**src/rtl/mult_pkg.sv**
```systemverilog
// Shared types and the widening multiply helper for the handshaked multiplier.
// Request/response structs describe the default-width transaction seen by the AFU.
package mult_pkg;

  localparam int MULT_DATA_LEN       = 32;
  localparam int MULT_PIPELINE_STAGE = 2;
  localparam int MULT_TAG_W          = 8;
  // Widest operand the helper accepts; narrower callers widen into it.
  localparam int MULT_MAX_LEN        = 64;

  typedef struct packed {
    logic [MULT_DATA_LEN-1:0] a;
    logic [MULT_DATA_LEN-1:0] b;
    logic                     is_signed;
    logic [MULT_TAG_W-1:0]    tag;
  } t_mult_req;

  typedef struct packed {
    logic [2*MULT_DATA_LEN-1:0] result;
    logic [MULT_TAG_W-1:0]      tag;
  } t_mult_rsp;

  // Extends both operands per mode and multiplies. The product of the
  // extended operands is exact modulo 2**(2*MULT_MAX_LEN), so any caller
  // keeping only its own low 2*DATA_LEN bits gets the exact result.
  function automatic logic [2*MULT_MAX_LEN-1:0] mult_ext_mul(
    input logic [MULT_MAX_LEN-1:0] a,
    input logic [MULT_MAX_LEN-1:0] b,
    input logic                    is_signed
  );
    logic [2*MULT_MAX_LEN-1:0] a_x;
    logic [2*MULT_MAX_LEN-1:0] b_x;
    a_x = is_signed ? (2*MULT_MAX_LEN)'(signed'(a)) : (2*MULT_MAX_LEN)'(a);
    b_x = is_signed ? (2*MULT_MAX_LEN)'(signed'(b)) : (2*MULT_MAX_LEN)'(b);
    return a_x * b_x;
  endfunction

endpackage

```
**src/rtl/mult_pipe_slot.sv**
```systemverilog
// One valid/ready register slot carrying an arbitrary payload type.
// Accepts whenever empty or when its own content leaves in the same cycle.
module mult_pipe_slot #(
  parameter type payload_t = logic
) (
  input  logic     clk,
  input  logic     reset_n,
  input  logic     flush,
  input  logic     in_valid,
  output logic     in_ready,
  input  payload_t in_data,
  output logic     out_valid,
  input  logic     out_ready,
  output payload_t out_data
);

  logic     valid_q;
  payload_t data_q;

  // Bubble collapsing: an empty slot always takes new data, independent of out_ready.
  assign in_ready  = !valid_q || out_ready;
  assign out_valid = valid_q;
  assign out_data  = data_q;

  // NOTE: state is updated with <= so every slot samples its neighbour's
  // pre-edge value; blocking assignments here would shift data through
  // several slots in one edge.
  always_ff @(posedge clk or negedge reset_n) begin
    if (!reset_n) begin
      valid_q <= 1'b0;
      // NOTE: the payload register is reset as well so out_result/out_tag
      // read zero out of reset, not just out_valid.
      data_q  <= '0;
    end else if (flush) begin
      valid_q <= 1'b0;
    end else if (in_ready) begin
      valid_q <= in_valid;
      if (in_valid) data_q <= in_data;
    end
  end

endmodule

```
**src/rtl/mult_pipe_hs.sv**
```systemverilog
// Handshaked signed/unsigned multiplier: a chain of PIPELINE_STAGE slots,
// the product computed in front of slot 0 and carried unchanged afterwards.
module mult_pipe_hs
  import mult_pkg::*;
#(
  parameter int DATA_LEN       = MULT_DATA_LEN,
  parameter int PIPELINE_STAGE = MULT_PIPELINE_STAGE,
  parameter int TAG_W          = MULT_TAG_W
) (
  input  logic                                clk,
  input  logic                                reset_n,
  input  logic                                in_valid,
  output logic                                in_ready,
  input  logic [DATA_LEN-1:0]                 in_a,
  input  logic [DATA_LEN-1:0]                 in_b,
  input  logic                                in_signed,
  input  logic [TAG_W-1:0]                    in_tag,
  input  logic                                flush,
  output logic                                out_valid,
  input  logic                                out_ready,
  output logic [2*DATA_LEN-1:0]               out_result,
  output logic [TAG_W-1:0]                    out_tag,
  output logic [$clog2(PIPELINE_STAGE+1)-1:0] inflight
);

  localparam int PW    = 2 * DATA_LEN;
  localparam int CNT_W = $clog2(PIPELINE_STAGE + 1);

  typedef struct packed {
    logic [PW-1:0]    result;
    logic [TAG_W-1:0] tag;
  } rsp_t;

  logic [MULT_MAX_LEN-1:0] a_wide;
  logic [MULT_MAX_LEN-1:0] b_wide;
  rsp_t                    slot_in;

  // Index k is the input side of slot k; index PIPELINE_STAGE is the output port.
  logic [PIPELINE_STAGE:0] stg_valid;
  logic [PIPELINE_STAGE:0] stg_ready;
  rsp_t                    stg_data [PIPELINE_STAGE+1];

  logic                    in_fire;
  logic                    out_fire;
  logic [CNT_W-1:0]        inflight_q;

  // Widening to the helper's width must follow the mode, or the helper
  // would see a different integer than the caller meant.
  always_comb begin
    a_wide         = in_signed ? MULT_MAX_LEN'(signed'(in_a)) : MULT_MAX_LEN'(in_a);
    b_wide         = in_signed ? MULT_MAX_LEN'(signed'(in_b)) : MULT_MAX_LEN'(in_b);
    slot_in.result = PW'(mult_ext_mul(a_wide, b_wide, in_signed));
    slot_in.tag    = in_tag;
  end

  assign stg_valid[0]              = in_valid;
  assign stg_data[0]               = slot_in;
  assign stg_ready[PIPELINE_STAGE] = out_ready;

  for (genvar k = 0; k < PIPELINE_STAGE; k++) begin : g_slot
    mult_pipe_slot #(
      .payload_t (rsp_t)
    ) u_slot (
      .clk       (clk),
      .reset_n   (reset_n),
      .flush     (flush),
      .in_valid  (stg_valid[k]),
      .in_ready  (stg_ready[k]),
      .in_data   (stg_data[k]),
      .out_valid (stg_valid[k+1]),
      .out_ready (stg_ready[k+1]),
      .out_data  (stg_data[k+1])
    );
  end

  // A flushing cycle refuses input so the coincident operand is visibly dropped.
  assign in_ready   = stg_ready[0] && !flush;
  assign out_valid  = stg_valid[PIPELINE_STAGE];
  assign out_result = stg_data[PIPELINE_STAGE].result;
  assign out_tag    = stg_data[PIPELINE_STAGE].tag;

  assign in_fire  = in_valid && in_ready;
  assign out_fire = out_valid && out_ready;

  always_ff @(posedge clk or negedge reset_n) begin
    if (!reset_n) begin
      inflight_q <= '0;
    end else if (flush) begin
      inflight_q <= '0;
    end else begin
      inflight_q <= inflight_q + CNT_W'(in_fire) - CNT_W'(out_fire);
    end
  end

  assign inflight = inflight_q;

endmodule

```
**config.mk**
```make
export PLATFORM = sky130hd
export DESIGN_NAME = mult_pipe_hs
export DESIGN_NICKNAME = d
export VERILOG_FILES = /design/src/rtl/mult_pkg.sv /design/src/rtl/mult_pipe_slot.sv /design/src/rtl/mult_pipe_hs.sv
export SDC_FILE = /design/constraint.sdc
export NUM_CORES = 2
export LEC_CHECK = 0
export BUFFER_PORTS_ARGS = -buffer_cell sky130_fd_sc_hd__buf_2
export CAP_MARGIN = 20
export CORE_MARGIN = 2
export CORE_UTILIZATION = 40
export DETAILED_ROUTE_END_ITERATION = 6
export PLACE_DENSITY = 0.65
export SLEW_MARGIN = 10
export SYNTH_ARGS = -nofsm -noshare
export SYNTH_HDL_FRONTEND = slang
export SYNTH_SLANG_ARGS = --single-unit
```
**constraint.sdc**
```tcl
create_clock -name clk -period 4.1 [get_ports clk]
set_input_delay 0.205 -clock clk [delete_from_list [all_inputs] [get_ports clk]]
set_output_delay 0.205 -clock clk [all_outputs]
set_load 0.05 [all_outputs]
```
==> impl_metrics.yaml <==
run_status:
  outcome: "complete, but fails checks"
  violations: "setup timing"
drt:
  drc: 0
  drt_iter0_markers: 2410
  vias_per_cell: 4.939
  vias: 39992
  firstDrtPassIters: 5
  ant_nets: 0
  drt_wl_total_microns: 167500
  post_drt_wl_per_cell_microns: 20.68
sta:
  rsz0062_at_grt: "true"
  setup_violations: 57
  worst_slack_ns: -4.135
  finalCriticalPeriod_ns: 8.235
  finClkSkew_ns: 0.01428
  relSlewSlack_pct: 57.10
  period_share_pct: 200.9
  slew_violations: 0
  finalHoldViolations: 0
  tightest_slew_ns: 0.6435
  timing.fmax_mhz: 121.4
logic_synthesis:
  ys_ff_latch: 148
  ys_seq_area_share_pct: 6.939
  synth_mux_area_share_pct: 1.519
  syn_inst: 5528
  synth_compound_area_share_pct: 3.687
  synth_top_cell_by_area: "fa_1"
  synth_edf_count: 0
  synth-main-ff-cell: "dfrtp_1"
  synthArstFlopShare_pct: 100.0
  yosys.area_share.adder_pct: 60.48
  synth_xor_area_share_pct: 1.969
  synth_top_family_by_area: "adder cells"
  syn-cell-area_sq_um: 53370
  synthesis.nets: 7337
  synth_cell_types: 68
  yosys.area_share.simple_pct: 12.84
  synth_area_leaders: "fa_1, inv_1, ha_1"
  syn_area_per_cell_sq_um: 9.655
  synthDominantCellAreaShare_pct: 53.07
  yosys_warnings: 0
clock_network:
  cts-buffers-inserted: 17
  clk_pin_slew_worst_paths_ns: 0.07
  cts.htree.levels: 4
  clock_path_buffers: 2
  cts_root_buffer: "clkbuf_16"
  cts_sinks: 148
  cts_tree: "done"
  clk_latency_ns: 0.44
global_route:
  grt_pass1_wl_microns: 261000
  met1_usage_pct: 32.66
  antenna_found_initial: 2
  met3_usage_pct: 2.632
  met2_usage_pct: 44.00
  globalRouteTotalUtil_pct: 25.12
  busiest_layer: "met2"
  grt_overflow_total: 0
  grt_max_degree: 99
  grt_pass1_vias: 45463
worst_setup_path:
  crit_slowest_cell: "fa_1"
  crit_fanout: 6
  cp.required_ns: 4.40
  critPathCaptureType: "register"
  worstPathArrival_ns: 8.54
  worst_path_largest_cell_delay_ns: 0.58
  worstReg2RegStart: "g_slot[1].u_slot.out_valid"
  critical_path.most_common_cell: "fa_1"
  crit_type: "primary input to register"
  cp-startpoint: "in_a[31]"
  start_kind: "primary input"
die:
  rows: 134
  dieArea_sq_um: 136400
  fp.dieH_microns: 369.3
  die_w_microns: 369.3
  io_pins: 154
  start_util_pct: 40.14
  core_area_sq_um: 133000
cells_and_area:
  area.growth.synth_to_final_pct: 25.50
  layout-drive-gt1-share_pct: 25.48
  final_nets: 8123
  mostFrequentLayoutCell: "inv_1"
  utilization_pct: 50.38
  final_cell_area_sq_um: 66990
  mostFrequentLayoutCells: "inv_1, fa_1, buf_4, nand2_1, and2_1"
job:
  max-cap-violations: 0
place:
  dp_hpwl_microns: 142600
  io_buffers: 153
  gp_congestion: 0.9646
  placed_area_sq_um: 61900
worst_hold_path:
  hold_path_class: "primary input to register"
  min-delay-start: "flush"
[critical path, delay by kind of cell]
kind	cells	cell delay (ns)
AOI/OAI and AO/OA	7	1.37
xor gates and xnor gates	1	0.18
adders and majority gates	11	5.16
buffers and inverters	12	1.21
and+or+nand+nor	3	0.39
[cell families (layout without fill, tap and decap cells)]
family          count (synthesis)  count (layout)
mux                            72              72
fa+ha+maj                    1731            1731
flops                         148             148
simple gates                 1370            1371
buf+inv                      1782            2580
other cells                     0               2
compound gates                305             305
xor+xnor                      120             120
[path summary, 6_finish.rpt]
kind / end / slack [ns] / depth (start not counted)
worst max-delay path: g_slot[0].u_slot.out_data[68] / -4.14 / 34
worst max register to register: inflight[1] / 1.36 / 11
worst min register to register: g_slot[0].u_slot.out_data[7] / 0.47 / 2
worst min-delay path: g_slot[1].u_slot.out_valid / 0.03 / 2
min in group asynchronous: g_slot[1].u_slot.out_data[59] / 0.29 / 2
max in group asynchronous: g_slot[1].u_slot.out_data[22] / 2.91 / 3
[cells in the mapped netlist (all sizes together) (3+ instances only)]
library cell,instances
inv,1518
fa,1415
nand2,643
and2,579
ha,316
clkbuf,255
dfrtp,148
o21ai,93
xnor2,86
a21oi,80
mux2,72
a21o,51
nor2,45
xor2,34
and3,33
nand4,17
nand3,11
a31o,9
a31oi,9
buf,9
o211ai,9
nand2b,8
nor3,8
nor2b,6
o21bai,6
o31ai,6
a21boi,5
a221oi,5
or3,5
a2111oi,4
o21a,4
or2,4
a211o,3
a211oi,3
a311oi,3
and4,3
nor3b,3
o311ai,3
[flip-flops by register name (all words and copies together) (netlist names)]
register and count:
g_slot.u_slot.out_data 144, g_slot.u_slot.out_valid 2, inflight 2
[metal layers]
layer  wire (microns)  up-vias  share of wire (%)
li1                 -    17354                  -
met1            68070    21126                 41
met2            83430     1200                 50
met3             9753      310                5.8
met4             6198        2                3.7
met5                9        -             0.0054
[metrics by stage]
stage	hold WS (ns)	cells	setup TNS [ns]	setup WS (ns)
floorplan	-0.09059	5528	-169.20	-4.278
detailed placement	0.1927	7924	-234.55	-4.783
global route	0.02583	8095	-196.77	-4.358
global placement	0.1897	7924	-230.30	-4.785
finish	0.03475	8097	-185.06	-4.135
CTS	0.01213	8053	-181.18	-4.006
[area by class of cell]
cell class,instances,area [sq um]
flip-flops and latches,148,3704
clock buffers,18,439.2
fillers,11870,65970
well taps,1768,2212
clock inverters,14,116.4
diodes,2,5.005
repair buffers,1030,9133
multi-input cells,3599,45670
inverters,1518,5703
[timing repair]
| item | CTS | global route |
|---|---|---|
| hold buffers | 10 | 0 |
| cloned | 9 | 5 |
| hold endpoints to repair | 59 | 0 |
| setup buffers | 80 | 52 |
| pin swaps | 257 | 162 |
| setup endpoints to repair | 58 | 59 |
| resized for setup | 537 | 197 |
Power is left out: the tool's default activity adds up to more than one toggle a clock period on the data nets, which glitch-free logic cannot reach.
